[src/rtl/block_nest_pkg.sv]
// Shared definitions for the begin/end nesting checker: word-FSM state codes,
// ASCII constants for the keyword letters and a lower-case helper.
package block_nest_pkg;

    localparam int unsigned ST_W = 4;

    typedef logic [ST_W-1:0] word_state_t;

    // Word FSM states; each prefix state means "the word so far matches this keyword prefix"
    localparam word_state_t ST_IDLE  = 4'd0;
    localparam word_state_t ST_B     = 4'd1;
    localparam word_state_t ST_BE    = 4'd2;
    localparam word_state_t ST_BEG   = 4'd3;
    localparam word_state_t ST_BEGI  = 4'd4;
    localparam word_state_t ST_BEGIN = 4'd5;
    localparam word_state_t ST_E     = 4'd6;
    localparam word_state_t ST_EN    = 4'd7;
    localparam word_state_t ST_END   = 4'd8;
    localparam word_state_t ST_OTHER = 4'd9;

    // Keyword letters in lower case; input is folded to lower case before matching
    localparam logic [7:0] CH_B = 8'h62;
    localparam logic [7:0] CH_E = 8'h65;
    localparam logic [7:0] CH_G = 8'h67;
    localparam logic [7:0] CH_I = 8'h69;
    localparam logic [7:0] CH_N = 8'h6E;
    localparam logic [7:0] CH_D = 8'h64;

    localparam logic [7:0] CH_UP_A   = 8'h41;
    localparam logic [7:0] CH_UP_Z   = 8'h5A;
    localparam logic [7:0] CASE_BIT  = 8'h20;

    // Fold an ASCII upper-case letter to lower case; all other codes pass through
    function automatic logic [7:0] to_lower(input logic [7:0] c);
        if ((c >= CH_UP_A) && (c <= CH_UP_Z)) begin
            return c | CASE_BIT;
        end
        return c;
    endfunction

endpackage

[src/rtl/block_word_matcher.sv]
// Word FSM for the nesting checker: recognises "begin"/"end" (any case) between
// separators. Provisional flags and commit pulses reflect the state the FSM
// moves to on the current accepted char.
module block_word_matcher
    import block_nest_pkg::*;
#(
    parameter logic [7:0] SEP_CHAR = 8'h20
) (
    input  logic       clk,
    input  logic       reset,
    input  logic       in_valid,
    input  logic [7:0] ch,
    output logic       is_begin_c,
    output logic       is_end_c,
    output logic       commit_begin_c,
    output logic       commit_end_c,
    output logic       commit_word_c
);

    word_state_t state_q, state_d;
    logic [7:0]  lc;

    // Word state register; reset discards any partial word
    always_ff @(posedge clk or negedge reset) begin
        if (!reset) begin
            state_q <= ST_IDLE;
        end else begin
            state_q <= state_d;
        end
    end

    // Next-state and commit decode
    always_comb begin
        state_d        = state_q;
        commit_begin_c = 1'b0;
        commit_end_c   = 1'b0;
        commit_word_c  = 1'b0;
        lc             = to_lower(ch);
        if (in_valid) begin
            if (ch == SEP_CHAR) begin
                state_d        = ST_IDLE;
                commit_begin_c = (state_q == ST_BEGIN);
                commit_end_c   = (state_q == ST_END);
                commit_word_c  = (state_q != ST_IDLE);
            end else begin
                state_d = ST_OTHER;
                case (state_q)
                    ST_IDLE: begin
                        if (lc == CH_B) state_d = ST_B;
                        else if (lc == CH_E) state_d = ST_E;
                    end
                    ST_B:    if (lc == CH_E) state_d = ST_BE;
                    ST_BE:   if (lc == CH_G) state_d = ST_BEG;
                    ST_BEG:  if (lc == CH_I) state_d = ST_BEGI;
                    ST_BEGI: if (lc == CH_N) state_d = ST_BEGIN;
                    ST_E:    if (lc == CH_N) state_d = ST_EN;
                    ST_EN:   if (lc == CH_D) state_d = ST_END;
                    default: state_d = ST_OTHER;
                endcase
            end
        end
    end

    assign is_begin_c = (state_d == ST_BEGIN);
    assign is_end_c   = (state_d == ST_END);

endmodule

[config.mk]
export PLATFORM = sky130hd
export DESIGN_NAME = block_word_matcher
export DESIGN_NICKNAME = d
export VERILOG_FILES = /design/src/rtl/block_nest_pkg.sv /design/src/rtl/block_word_matcher.sv
export SDC_FILE = /design/constraint.sdc
export NUM_CORES = 1
export LEC_CHECK = 0
export CAP_MARGIN = 40
export CELL_PAD_IN_SITES_DETAIL_PLACEMENT = 1
export CELL_PAD_IN_SITES_GLOBAL_PLACEMENT = 1
export CORE_UTILIZATION = 34
export DETAILED_ROUTE_END_ITERATION = 7
export HOLD_SLACK_MARGIN = 0.02
export PLACE_DENSITY_LB_ADDON = 0.1
export SYNTH_ARGS = -nofsm -noshare
export SYNTH_HDL_FRONTEND = slang
export SYNTH_SLANG_ARGS = --single-unit
[constraint.sdc]
create_clock -name clk -period 2.35 [get_ports clk]
set_input_delay 0.47 -clock clk [delete_from_list [all_inputs] [get_ports clk]]
set_output_delay 0.47 -clock clk [all_outputs]
set_load 0.005 [all_outputs]
; ---- Word-level counts from Yosys, hierarchy flattened
; Cells that the tools add are included.
[op_classes]
addsub = 0
n_mul = 0
div = 0
order_cmp = 2
eq_ne = 17
shifts = 0
n_mux = 20
n_bitwise = 0
reduce_logical = 3
[ops]
columns = op, count
row1 = $eq A8 B7 Y1 const B, 6
row2 = $mux W4, 9
row3 = $pmux W4 S7, 1
row4 = $eq A4 B3 Y1 const B, 5
row5 = $mux W8, 2
row6 = $eq A4 B2 Y1 const B, 2
row7 = $eq A4 B4 Y1 const B, 2
row8 = $eq A8 B6 Y1 const B, 1
row9 = $ge A8 B7 Y1 const B, 1
row10 = $le A8 B7 Y1 const B, 1
row11 = $mux W1, 8
row12 = $eq A4 B1 Y1 const B, 1
row13 = $logic_not A4 Y1, 1
row14 = $reduce_bool A4 Y1, 1
row15 = $logic_and A1 B1 Y1, 1
[word_totals]
ff_bits = 4
latch_bits = 0
mem_bits_rw = 0
mem_bits_ro = 0
output_inout_bits = 5
wordCells = 43
n_memories = 0

; ---- Depth between registers and ports, before layout
[logic_depth]
word_depth = 11
ltp_mapped = 6
depth_no_buf = 5

; ---- Worst setup path after synthesis
; OpenSTA, ideal clock, no wires.
[synth_timing]
path_kind = input to output
from = input port ch[7]
to = output port is_end_c
arrival_time_ns = 1.762
path_slack_ns = 0.118
path_stages = 5
cell_sequence = or3b_4 nor4_2 o211ai_2 o31ai_4 and4_1
[synth_between]
elab_chain_len = 11
[synth_rtl]
columns = element, line
row1 = start: declaration, block_word_matcher.sv:12  ; input logic [7:0] ch,
row2 = $ge A8 B7 Y1 or $le A8 B7 Y1 (tied branches), block_nest_pkg.sv:35  ; if ((c >= CH_UP_A) && (c <= CH_UP_Z)) begin
row3 = $logic_and A1 B1 Y1, block_nest_pkg.sv:35
row4 = $mux W1, block_nest_pkg.sv:35
row5 = $mux W8, block_nest_pkg.sv:38  ; return c;
row6 = $eq A8 B7 Y1, "block_word_matcher.sv:50, block_word_matcher.sv:52"
row7 = $mux W4, block_word_matcher.sv:50  ; else if (lc == CH_E) state_d = ST_E;
row8 = $mux W4, block_word_matcher.sv:49  ; if (lc == CH_B) state_d = ST_B;
row9 = $pmux W4 S7, block_word_matcher.sv:47  ; case (state_q)
row10 = $mux W4 *, block_word_matcher.sv:40  ; if (ch == SEP_CHAR) begin
row11 = $mux W4 *, block_word_matcher.sv:39  ; if (in_valid) begin
row12 = $eq A4 B4 Y1 *, block_word_matcher.sv:65  ; assign is_end_c = (state_d == ST_END);
row13 = end: declaration, block_word_matcher.sv:14  ; output logic is_end_c,
; Mark *: on every way between the ends. The rest lies on a longest branch, timed or not. The select of a mux whose other input is x is not followed.

; ---- Worst setup path in the final report
[layout_timing]
from = register state_q[0]
to = output port is_end_c
[layout_between]
elab_chain_len = 5
[layout_rtl]
columns = element, line
row1 = start: declaration, block_word_matcher.sv:20  ; word_state_t state_q, state_d;
row2 = start signal: assignment, block_word_matcher.sv:28  ; state_q <= state_d;
row3 = $eq A4 B3 Y1 (tied with other cells), block_word_matcher.sv:47
row4 = $pmux W4 S7 *, block_word_matcher.sv:47
row5 = $mux W4 *, block_word_matcher.sv:40
row6 = $mux W4 *, block_word_matcher.sv:39
row7 = via state_d[3], block_word_matcher.sv:20
row8 = $eq A4 B4 Y1 *, block_word_matcher.sv:65
; Mark *: on every way through the listed nets, which the timed path passes. The rest lies on a longest branch.

==> out/qor.yml <==
drt:
  ant_nets: 0
  drt_first_pass_iters: 6
  drc: 2
  drtIter0Drc: 22
  vias_per_cell: 5.623
  via_count: 776
  wl_per_cell_um: 17.11
  wl_um: 2361
yosys:
  synth_area_leaders: "dfrtp_1 16%, o31ai_4 6.9%, inv_1 4.3%"
  synth_xor_area_share_pct: 0
  ys_warn_count: 0
  ys_ff_latch: 4
  yosys.area_share.simple_pct: 39.96
  syn_inst: 73
  netlist_area_um2: 616.8
  synth_top_family_by_area: "simple AND/OR/NAND/NOR gates"
  postSynthAreaPerCell_um2: 8.450
  yosysSeqAreaShare_pct: 16.23
  synth_area_leader_cell: "dfrtp_1"
  syn-num-nets: 84
  synth_edf_count: 0
  synthAdderAreaFrac_pct: 0
  synth-compound-area-share_pct: 34.48
  muxShareOfSynthArea_pct: 0
  synthArstFlopShare_pct: 100.0
  synth.distinct_cells: 43
  synth_ff_type: "dfrtp_1"
  synth_top_area_share_pct: 16.23
layout:
  largest_reg_flops: 4
  mostFrequentLayoutCells: "24 x buf_4, 10 x buf_2, 6 x inv_1"
  final_util_pct: 61.83
  area_growth_pct: 71.20
  reg.largest.list: "state_q: 4 flops"
  largest-register: "state_q"
  finalInstanceArea_mm2: 0.001056
  n_antenna_cell: 0
  nets: 126
  final_common_cell: "buf_4"
  fin_cells: 138
  drive_gt1_share_pct: 61.06
floorplan:
  row_count: 15
  floorplan.initialDensity_pct: 36.12
  core_mm2: 0.001708
  dieWidth_um: 44.60
  die_area_mm2: 0.001989
  io_pins: 16
  die_h_um: 44.60
placement:
  dpl_cell_area_um2: 947.2
  place_ws_ps: -928.0
  place_inst: 133
  io_buffers: 15
  place_congestion: 0.8047
  dp_hpwl_um: 1621
hold_path:
  min_path_type: "in -> async"
job:
  drv_cap: 0
critical_path:
  crit_path_end: "is_end_c"
  critPathArrivalTime_ps: 2080
  reg2reg_depth: 6
  crit_path_end_kind: "primary output"
  cp.required_ps: 1880
  cp-startpoint: "state_q[0]"
  critical_path_class: "reg -> out"
  startpoint_type: "flip-flop"
  worstPathMaxFanout: 4
  timing.rr.start: "state_q[1]"
  reg2reg_slack_ps: 650
  rr_endpoint: "state_q[0]"
sta:
  period_minus_slack_ps: 2554
  finalCritPeriodShare_pct: 108.7
  final.setup.worst_slack_ps: -203.6
  tightestPinTransition_ps: 345.7
  setup_viol: 2
  final.setup_skew_ps: 4.429
  maxSlewHeadroom_pct: 76.96
  rsz0062_at_grt: "true"
  fmax_ghz: 0.3916
  finalHoldViolations: 0
  maxSlewViolCount: 0
cts:
  htree_levels: 1
  clock_latency_ps: 250
  root_buffer: "clkbuf_4"
  cts.sinks: 4
  cts_tree: "yes"
  cts_inserted_buffers: 3
  clockBufferDepth: 2
  cts_hold_buf: 0
  clk_pin_slew_ps: 50
global_routing:
  track_usage_pct: 26.15
  use_met3_pct: 2.041
  grt_max_degree: 9
  use_met1_pct: 30.58
  first_global_vias: 836
  grtUsageMet2_pct: 48.24
  grt_pass1_wl_um: 3788
  antenna_found_initial: 0
  grt_overflow_total: 0
  grt_busiest_layer: "met2"
power:
  leakage_nw: 0.4504
  p_per_area_mw_per_mm2: 287.5
  ir_drop_v: 0.0001720
  total_power_mw: 0.3036
status:
  violations: "design-rule violations, negative setup slack"
  status: "complete, but fails checks"
-- cell type report --
| cell class | instances | area, um2 |
|---|---|---|
| fillers | 206 | 651.9 |
| multi-input cells | 58 | 574.3 |
| repair buffers | 41 | 299.0 |
| flip-flops and latches | 4 | 102.6 |
| well taps | 25 | 31.28 |
| inverters | 7 | 26.28 |
| clock buffers | 3 | 22.52 |
-- routing by layer --
layer,wire [um],vias up
li1,-,366
met1,969,390
met2,1303,16
met3,48,4
met4,40,0
met5,0,-
-- Yosys cell counts, types with 2 or more instances --
cell type,n
or2b_1,3
dfrtp_1,4
o21ai_0,2
o31ai_4,2
a2bb2oi_1,2
nand2_1,2
nor4_1,3
inv_1,7
nor2_1,4
nand3_1,2
nand4_1,2
and4_1,2
buf_4,2
nor2b_1,4
a31oi_1,3
a21oi_1,2
-- per-stage QoR --
stage               TNS, ps  hold WS (ps)
global route         -509.2         428.4
CTS                  -421.7         420.7
detailed placement    -3994         677.1
floorplan                 0         174.4
global placement      -3442         668.1
finish               -406.0         422.1
-- where the power goes --
| group | switching [mW] | total (mW) | internal (mW) |
|---|---|---|---|
| Clock | 0.0404 | 0.0984 | 0.0580 |
| Sequential | 0.00515 | 0.0775 | 0.0723 |
| Combinational | 0.0663 | 0.128 | 0.0614 |
| Total | 0.112 | 0.304 | 0.192 |
-- critical path, cell delays in order, from the launching register on --
cell      delay, ps
dfrtp_1         420
or4b_1          530
a31oi_1         210
a221oi_2         70
a31oi_2         190
buf_4           150
and4_1          160
buf_2           110
-- cell families after synthesis --
logic type,count (synthesis)
and+or+nand+nor,35
DFF,4
AOI/OAI and AO/OA,23
buffers and inverters,11
-- what timing repair did --
| action | in CTS | in global routing |
|---|---|---|
| setup buffers | 3 | 1 |
| gates resized for setup | 64 | 12 |
| setup endpoints to repair | 5 | 5 |
| pin swaps | 13 | 9 |
-- worst min path at each step --
stage	start	endpoint	slack, ps	depth (start not counted)
final	reset	state_q[3]	420	1
after global routing	reset	state_q[3]	430	1
after CTS	reset	state_q[0]	420	1
after detailed placement	reset	state_q[1]	680	1
after global placement	reset	state_q[1]	670	1
after floorplan	reset	state_q[0]	170	0
No activity file was read; power rests on OpenSTA's default activity.
